<file path="config.mk">
export PLATFORM = sky130hd
export DESIGN_NAME = nvm_arb_seq
export DESIGN_NICKNAME = d
export VERILOG_FILES = /design/src/rtl/nvm_arb_seq.sv
export SDC_FILE = /design/constraint.sdc
export NUM_CORES = 1
export LEC_CHECK = 0
export ABC_CLOCK_PERIOD_IN_PS = 1700
export BUFFER_PORTS_ARGS = -buffer_cell sky130_fd_sc_hd__buf_2
export CELL_PAD_IN_SITES_DETAIL_PLACEMENT = 2
export CELL_PAD_IN_SITES_GLOBAL_PLACEMENT = 2
export CORE_ASPECT_RATIO = 1.75
export CORE_MARGIN = 2
export CORE_UTILIZATION = 22
export DETAILED_ROUTE_END_ITERATION = 8
export GPL_ROUTABILITY_DRIVEN = 0
export PLACE_DENSITY_LB_ADDON = 0.1
export SLEW_MARGIN = 0
export SYNTH_ARGS = -nofsm -noshare
export SYNTH_HDL_FRONTEND = slang
export SYNTH_SLANG_ARGS = --single-unit
</file>
<file path="constraint.sdc">
create_clock -name clk -period 1.7 [get_ports clk]
set_input_delay 0.34 -clock clk [delete_from_list [all_inputs] [get_ports clk]]
set_output_delay 0.34 -clock clk [all_outputs]
set_load 0.02 [all_outputs]
</file>
<file path="src/rtl/nvm_arb_seq.sv">
// nvm_arb_seq: arbitrates the single OTP/NVM macro port between MCU fetch,
// CSP and I2C requesters, and sequences read-enable and program-pulse timing
// for the granted requester. Program pulses are gated by vpp_en.
// Optional build macro NVM_ARB_RR_EN: round-robin between CSP and I2C
// (MCU keeps absolute priority). Without it: fixed MCU > CSP > I2C.
// Timing parameters assume RD_CYC >= 1, PG_CYC >= 2, REC_CYC >= 1.
module nvm_arb_seq #(
  parameter int AW      = 14,
  parameter int DW      = 8,
  parameter int RD_CYC  = 3,
  parameter int PG_CYC  = 40,
  parameter int REC_CYC = 2
) (
  input  logic          clk,
  input  logic          srstz,
  input  logic          mcu_req,
  input  logic [AW-1:0] mcu_adr,
  output logic          mcu_ack,
  input  logic          csp_req,
  input  logic          csp_we,
  input  logic [AW-1:0] csp_adr,
  input  logic [DW-1:0] csp_wdat,
  output logic          csp_ack,
  input  logic          i2c_req,
  input  logic          i2c_we,
  input  logic [AW-1:0] i2c_adr,
  input  logic [DW-1:0] i2c_wdat,
  output logic          i2c_ack,
  input  logic          vpp_en,
  input  logic          pg_err_clr,
  output logic [DW-1:0] rdat,
  output logic [AW-1:0] nvm_a,
  output logic          nvm_re,
  output logic          nvm_pg,
  output logic [DW-1:0] nvm_din,
  input  logic [DW-1:0] nvm_dout,
  output logic          busy,
  output logic          pg_err
);

  localparam logic [1:0] ID_MCU = 2'd0;
  localparam logic [1:0] ID_CSP = 2'd1;
  localparam logic [1:0] ID_I2C = 2'd2;

  typedef enum logic [2:0] {
    IDLE = 3'd0,
    RD   = 3'd1,
    PG   = 3'd2,
    REC  = 3'd3,
    ACK  = 3'd4
  } state_t;

  state_t        state, state_nx;
  logic [7:0]    cnt, cnt_nx;
  logic          pg_on, pg_on_nx;
  logic [1:0]    id_q;
  logic [AW-1:0] adr_q;
  logic [DW-1:0] wdat_q;
  logic [DW-1:0] rdat_q;
  logic          pg_err_q;

  logic          gnt_vld;
  logic [1:0]    gnt_id;
  logic          gnt_we;
  logic [AW-1:0] gnt_adr;
  logic [DW-1:0] gnt_wdat;
  logic          ld;
  logic          rd_cap;
  logic          err_set;

`ifdef NVM_ARB_RR_EN
  logic rr_i2c;

  // RR pointer: after a CSP grant favour I2C on the next tie, and vice versa
  always_ff @(posedge clk) begin
    if (!srstz) begin
      rr_i2c <= 1'b0;
    end else if (ld && (gnt_id != ID_MCU)) begin
      rr_i2c <= (gnt_id == ID_CSP);
    end
  end
`endif

  // Pick the winner among pending requests and mux its transaction fields
  always_comb begin
    gnt_vld  = mcu_req | csp_req | i2c_req;
    gnt_id   = ID_MCU;
    if (mcu_req) begin
      gnt_id = ID_MCU;
    end
`ifdef NVM_ARB_RR_EN
    else if (csp_req && i2c_req) begin
      gnt_id = rr_i2c ? ID_I2C : ID_CSP;
    end
`endif
    else if (csp_req) begin
      gnt_id = ID_CSP;
    end else if (i2c_req) begin
      gnt_id = ID_I2C;
    end

    gnt_adr  = mcu_adr;
    gnt_we   = 1'b0;
    gnt_wdat = '0;
    case (gnt_id)
      ID_CSP: begin
        gnt_adr  = csp_adr;
        gnt_we   = csp_we;
        gnt_wdat = csp_wdat;
      end
      ID_I2C: begin
        gnt_adr  = i2c_adr;
        gnt_we   = i2c_we;
        gnt_wdat = i2c_wdat;
      end
      default: ;
    endcase
  end

  // State, cycle counter and pulse-phase registers
  always_ff @(posedge clk) begin
    if (!srstz) begin
      state <= IDLE;
      cnt   <= 8'd0;
      pg_on <= 1'b0;
    end else begin
      state <= state_nx;
      cnt   <= cnt_nx;
      pg_on <= pg_on_nx;
    end
  end

  // Next-state logic; PG has a setup phase (pg_on=0) then the pulse phase
  always_comb begin
    state_nx = state;
    cnt_nx   = cnt;
    pg_on_nx = pg_on;
    ld       = 1'b0;
    rd_cap   = 1'b0;
    err_set  = 1'b0;
    case (state)
      IDLE: begin
        if (gnt_vld) begin
          ld       = 1'b1;
          pg_on_nx = 1'b0;
          if (gnt_we) begin
            state_nx = PG;
          end else begin
            state_nx = RD;
            cnt_nx   = 8'(RD_CYC - 1);
          end
        end
      end
      RD: begin
        if (cnt == 8'd0) begin
          rd_cap   = 1'b1;
          state_nx = ACK;
        end else begin
          cnt_nx = cnt - 8'd1;
        end
      end
      PG: begin
        if (!pg_on) begin
          // Address/data already stable; decide whether to fire the pulse
          if (!vpp_en) begin
            err_set  = 1'b1;
            state_nx = ACK;
          end else begin
            pg_on_nx = 1'b1;
            cnt_nx   = 8'(PG_CYC - 1);
          end
        end else if (!vpp_en) begin
          err_set  = 1'b1;
          pg_on_nx = 1'b0;
          state_nx = REC;
          cnt_nx   = 8'(REC_CYC - 1);
        end else if (cnt == 8'd0) begin
          pg_on_nx = 1'b0;
          state_nx = REC;
          cnt_nx   = 8'(REC_CYC - 1);
        end else begin
          cnt_nx = cnt - 8'd1;
        end
      end
      REC: begin
        if (cnt == 8'd0) begin
          state_nx = ACK;
        end else begin
          cnt_nx = cnt - 8'd1;
        end
      end
      ACK: begin
        state_nx = IDLE;
      end
      default: begin
        state_nx = IDLE;
      end
    endcase
  end

  // Latch the granted transaction; requester inputs are ignored afterwards
  always_ff @(posedge clk) begin
    if (!srstz) begin
      adr_q  <= '0;
      wdat_q <= '0;
      id_q   <= ID_MCU;
    end else if (ld) begin
      adr_q  <= gnt_adr;
      wdat_q <= gnt_wdat;
      id_q   <= gnt_id;
    end
  end

  // Read data capture on the last RD cycle, held until the next read
  always_ff @(posedge clk) begin
    if (!srstz) begin
      rdat_q <= '0;
    end else if (rd_cap) begin
      rdat_q <= nvm_dout;
    end
  end

  // Sticky program error; a new error wins over a simultaneous clear
  always_ff @(posedge clk) begin
    if (!srstz) begin
      pg_err_q <= 1'b0;
    end else if (err_set) begin
      pg_err_q <= 1'b1;
    end else if (pg_err_clr) begin
      pg_err_q <= 1'b0;
    end
  end

  assign busy    = (state != IDLE);
  assign nvm_re  = (state == RD);
  assign nvm_pg  = (state == PG) && pg_on;
  assign nvm_a   = adr_q;
  assign nvm_din = wdat_q;
  assign rdat    = rdat_q;
  assign pg_err  = pg_err_q;
  assign mcu_ack = (state == ACK) && (id_q == ID_MCU);
  assign csp_ack = (state == ACK) && (id_q == ID_CSP);
  assign i2c_ack = (state == ACK) && (id_q == ID_I2C);

endmodule

</file>
=== Word level (Yosys, flattened, before mapping) ===
Index checks and enable logic that the tools add are counted.

* Register bits after elaboration: 45
* Input port bits: 75
* Output and inout bits: 37
* Logic and storage cells: 77

* Add/subtract/negate cells: 1
* Eq/ne operators: 15
* Muxes and demuxes: 36
* Bitwise operators: 2
* Reductions and logical operators: 15

{| class="wikitable"
|+ Operators with widths
! kind !! number
|-
| 8-bit two-way mux || 7
|-
| 14-bit one-hot mux with 2 select lines || 1
|-
| 8-bit one-hot mux with 3 select lines || 1
|-
| 3-bit two-way mux || 6
|-
| 8-bit one-hot mux with 2 select lines || 1
|-
| 1-bit two-way mux || 13
|-
| 3-bit != test (second input constant) || 3
|-
| 3-bit one-hot mux with 3 select lines || 1
|-
| 8-bit logical NOT || 1
|-
| 2-bit two-way mux || 4
|-
| 8-bit by 1-bit subtractor with 8-bit output (second input constant) || 1
|-
| 3-bit by 2-bit == test with 1-bit output (second input constant) || 2
|-
| 2-bit != test (second input constant) || 3
|-
| 3-bit nonzero test || 2
|-
| 5-bit AND reduction || 1
|-
| 2-bit by 1-bit == test with 1-bit output (second input constant) || 2
|-
| 2-bit == test (second input constant) || 2
|-
| 1-bit logical AND || 4
|-
| 1-bit one-hot mux with 2 select lines || 2
|-
| 4-bit AND reduction || 1
|-
| 2-bit nonzero test || 2
|-
| 3-bit by 1-bit == test with 1-bit output (second input constant) || 1
|-
| 3-bit == test (second input constant) || 1
|-
| 3-bit logical NOT || 1
|-
| other kinds (5) || 6
|}

=== Longest topological paths before layout ===
* Depth after elaboration: 8
* Depth in mapped cells: 8
* Mapped depth without buffers: 7

=== Worst setup path before layout ===
OpenSTA, ideal clock, no wires.

* Path type: register to register
* Start point: register state[2]
* End point: register rdat_q[0], in the netlist rdat[0]
* Library setup time: 132 ps
* Arrival time: 1635 ps
* Required time: 1568 ps
* Setup slack: -67 ps
* Stages on the path, launching flop included: 7
* Buffers on the path: 1
* Period minus slack after synthesis: 1767 ps
* Path through: dfxtp_1 buf_2 nand2b_1 nor2_1 nand2_1 nand2_1 a21oi_1

* Longest elaborated chain between the ends: 2

{| class="wikitable"
|+ RTL lines
! element !! line !! RTL
|-
| start: declaration || 53 || <nowiki>state_t state, state_nx;</nowiki>
|-
| start signal: assignment || 127 || <nowiki>state <= state_nx;</nowiki>
|-
| 3-bit by 1-bit == test with 1-bit output || - ||
|-
| named net nvm_re || 33 || <nowiki>output logic nvm_re,</nowiki>
|-
| 1-bit two-way mux || 141 || <nowiki>case (state)</nowiki>
|-
| end signal: assignment || 219 || <nowiki>rdat_q <= nvm_dout;</nowiki>
|-
| end: declaration || 59 || <nowiki>logic [DW-1:0] rdat_q;</nowiki>
|}

The timed path passes the listed nets, and every way through them passes these cells.
A chain may end at the register's enable or synchronous reset.

=== Final worst setup path ===
* Start point: register cnt[1]
* End point: register state[2]

* Longest elaborated chain between the ends: 3
* Elaborated cells between the ends (all ways): 4
* Classes of those cells: eq/ne (2); reduce/logical (2)

{| class="wikitable"
|+ RTL lines
! element !! line !! RTL
|-
| start: declaration || 54 || <nowiki>logic [7:0] cnt, cnt_nx;</nowiki>
|-
| start signal: assignment || 128 || <nowiki>cnt <= cnt_nx;</nowiki>
|-
| 8-bit logical NOT * || 155, 177, 186 ||
|-
| 3-bit != test (no line) / 2-bit by 1-bit != test with 1-bit output (equally long branches) || - ||
|-
| 4-bit AND reduction (no line) * || - ||
|}

Mark *: on every way between the ends. The rest lies on a longest branch, timed or not.

==> reports/results.tsv <==
metric	value	unit
status	finished, violations left	
violations	setup timing	
grt_util_met3	0.03093	
ant_nets	0	
avgSynthCellArea	7.813	um^2
p_int	4.329	mW
r2r-end	state[2]	
worst_slack	-0.03289	ns
clkLatencyLatePin	0.29	ns
rsz0062_at_grt	yes	
instances_no_fill	574	
cpMaxStageDelayCell	dfxtp_2	
ys_seq_area_frac	0.3856	
layout_commonest_cell	buf_2	
hold_end	nvm_a[2]	
io_pins	112	
seqPwrFrac	0.210	
grtUsageMet1	0.1911	
grt-busiest-layer	met2	
synth_edf_count	0	
p_leak	1.725	nW
grt_use_met2	0.3937	
synthArstFlopShare	0	
cp.arrival	1.92	ns
routedWlPerCell	19.71	um
path_buf_inv	1	
path_cells	inv_2 > ha_4 > nor4b_4 > nand2_2 > a31oi_4 > nor2_1 > o311a_1	
power.switching	3.285	mW
p_clk_frac	0.169	
slew_viol_final	0	
critPathMaxStageDelay	0.33	ns
pre_cts_slack	-0.2873	ns
grt_pass1_wl	17.32	mm
finalHoldViolCount	0	
powerDensity	1977	nW/um^2
fin_crit	1.733	ns
drc	0	
netlist.area_leader.share	0.3856	
hp-class	in -> reg	
reg2reg_from	cnt[1]	
synth_cell_type_count	42	
cp_max_fo	4	
layout_common_cells	buf_2, buf_4, nand2_1, dfxtp_1, a21oi_1	
clkTransAtPathRegs	0.07	ns
ys_warn_count	0	
overflow	0	
antenna_found_initial	1	
finalInstanceArea	3851	um^2
chipWidth	81.90	um
synth.cell_area	2336	um^2
synth_area_leaders	dfxtp_1, a21oi_1, nand2_1	
num_rows	49	
combinationalPowerShare	0.621	
synth_ff_type	dfxtp_1	
drt-total-wl	11.31	mm
tns	-0.1065	ns
vias_per_cell	5.186	
peakVddDrop	1000	uV
clk_path_buf_depth	2	
regToRegSetupSlack	-0.03	ns
root_buffer	clkbuf_16	
start_util	0.2268	
cts_buffers	5	
htree_levels	2	
num-fill-cells	1225	
place_hpwl	8.602	mm
register_area	909.6	um^2
first_pass_iters	4	
core_region_area	10300	um^2
finish.utilization	0.3739	
nets	522	
place_area	3337	um^2
crit_family	simple AND/OR/NAND/NOR gates	
syn_nets	376	
relSlewSlack	0.5365	
cap_violations	0	
synth_top_area_cell	dfxtp_1	
grt_usage	0.2003	
multi_input_area	1526	um^2
startpoint_type	flop	
tightest_slew	0.6880	ns
port_buffers	111	
grt_pass1_vias	3283	
clkSinkCount	45	
synthCells	299	
die_h	140.3	um
crit_type	reg -> reg	
critical_path.endpoint_type	flop	
r2r_cells	7	
finalClockSkew	0.007086	ns
via_count	2977	
period_share	1.019	
area.growth.synth_to_final	64.86	%
drive_above_1_share	0.4910	
worstPathRequired	1.88	ns
holdPathStages	3	
worstHoldStart	i2c_adr[2]	
drtIter0Drc	65	
grt_max_degree	22	
cts_tree	done	
whs	0.2981	ns
switching_share	0.4315	
dpl.cell_count	561	
die_area	11490	um^2
ys_ff_latch	45	
setup_viol	5	
max_freq	0.5771	GHz
p_total	7.614	mW
[flip-flops by register name, summed over array words and instances (netlist names)]
name,cells
nvm_a,14
cnt,8
nvm_din,8
rdat,8
state,3
id_q,2
pg_err,1
pg_on,1
[cells in the mapped netlist (2+ instances only)]
library cell and count:
and3_1 2, ha_1 2, nand2_1 42, xor2_1 2, nand3_1 14, and2_1 2
buf_2 7, o32ai_1 2, nor2_1 20, clkbuf_1 11, inv_1 9, a221oi_1 5
nand2b_1 5, a22oi_1 12, o21ai_0 3, nor3_2 2, buf_6 2, or3_1 5
a21oi_1 38, a211oi_1 3, dfxtp_1 45, buf_4 2, o22ai_1 24, nor3_1 6
nor3b_1 4, a211o_1 10, a31oi_1 5
[worst max path at each step]
stage | end | start | cells after the start
after detailed placement | cnt[3] | cnt[0] | 8
after CTS | state[2] | cnt[0] | 7
after floorplan | id_q[0] | state[0] | 7
final | state[2] | cnt[1] | 7
after global placement | cnt[3] | cnt[0] | 8
after global routing | cnt[6] | cnt[1] | 8
[metal layers]
metal / vias to the layer above / wire length [um]
met3: 28 / 425
met2: 84 / 6609
li1: 1393 / -
met5: - / 0
met4: 0 / 415
met1: 1472 / 3864
[what timing repair did]
item,CTS,global route
cloned,1,0
buffers inserted,1,2
resized for setup,51,19
hold buffers,0,0
endpoints found under the setup margin,28,34
pin swaps,10,16
[power by group through the flow]
stage | clock [mW] | sequential (mW) | combinational [mW]
after floorplan | 0 | 1.76 | 1.98
after global placement | 0 | 1.56 | 3.75
after detailed placement | 0 | 1.58 | 3.84
after CTS | 1.32 | 1.60 | 4.47
after global routing | 1.35 | 1.64 | 5.12
final | 1.29 | 1.60 | 4.73
[area by class of cell]
type	instances	share of cell area
Antenna cell	1	0.0006498
Clock buffer	5	0.03249
Clock inverter	3	0.01689
Sequential cell	45	0.2362
Tap cell	127	0.04126
Timing Repair Buffer	161	0.2674
Multi-Input combinational cell	223	0.3964
Inverter	9	0.008772
[logic make-up (layout without fill, tap and decap cells)]
kind of cell | Yosys count | after routing | synth area share
compound gates | 109 | 109 | 0.3021
other cells | 0 | 1 | 0
fa+ha+maj | 2 | 2 | 0.01071
flops | 45 | 45 | 0.3856
simple gates | 109 | 110 | 0.2287
xor+xnor | 2 | 2 | 0.007500
buf+inv | 32 | 178 | 0.06534
[tightest hold or removal path: stages]
cell      delay [ns]
buf_2           0.09
a221oi_2        0.05
nor2_1          0.08
Note: power is estimated with default switching activity, not from simulation.
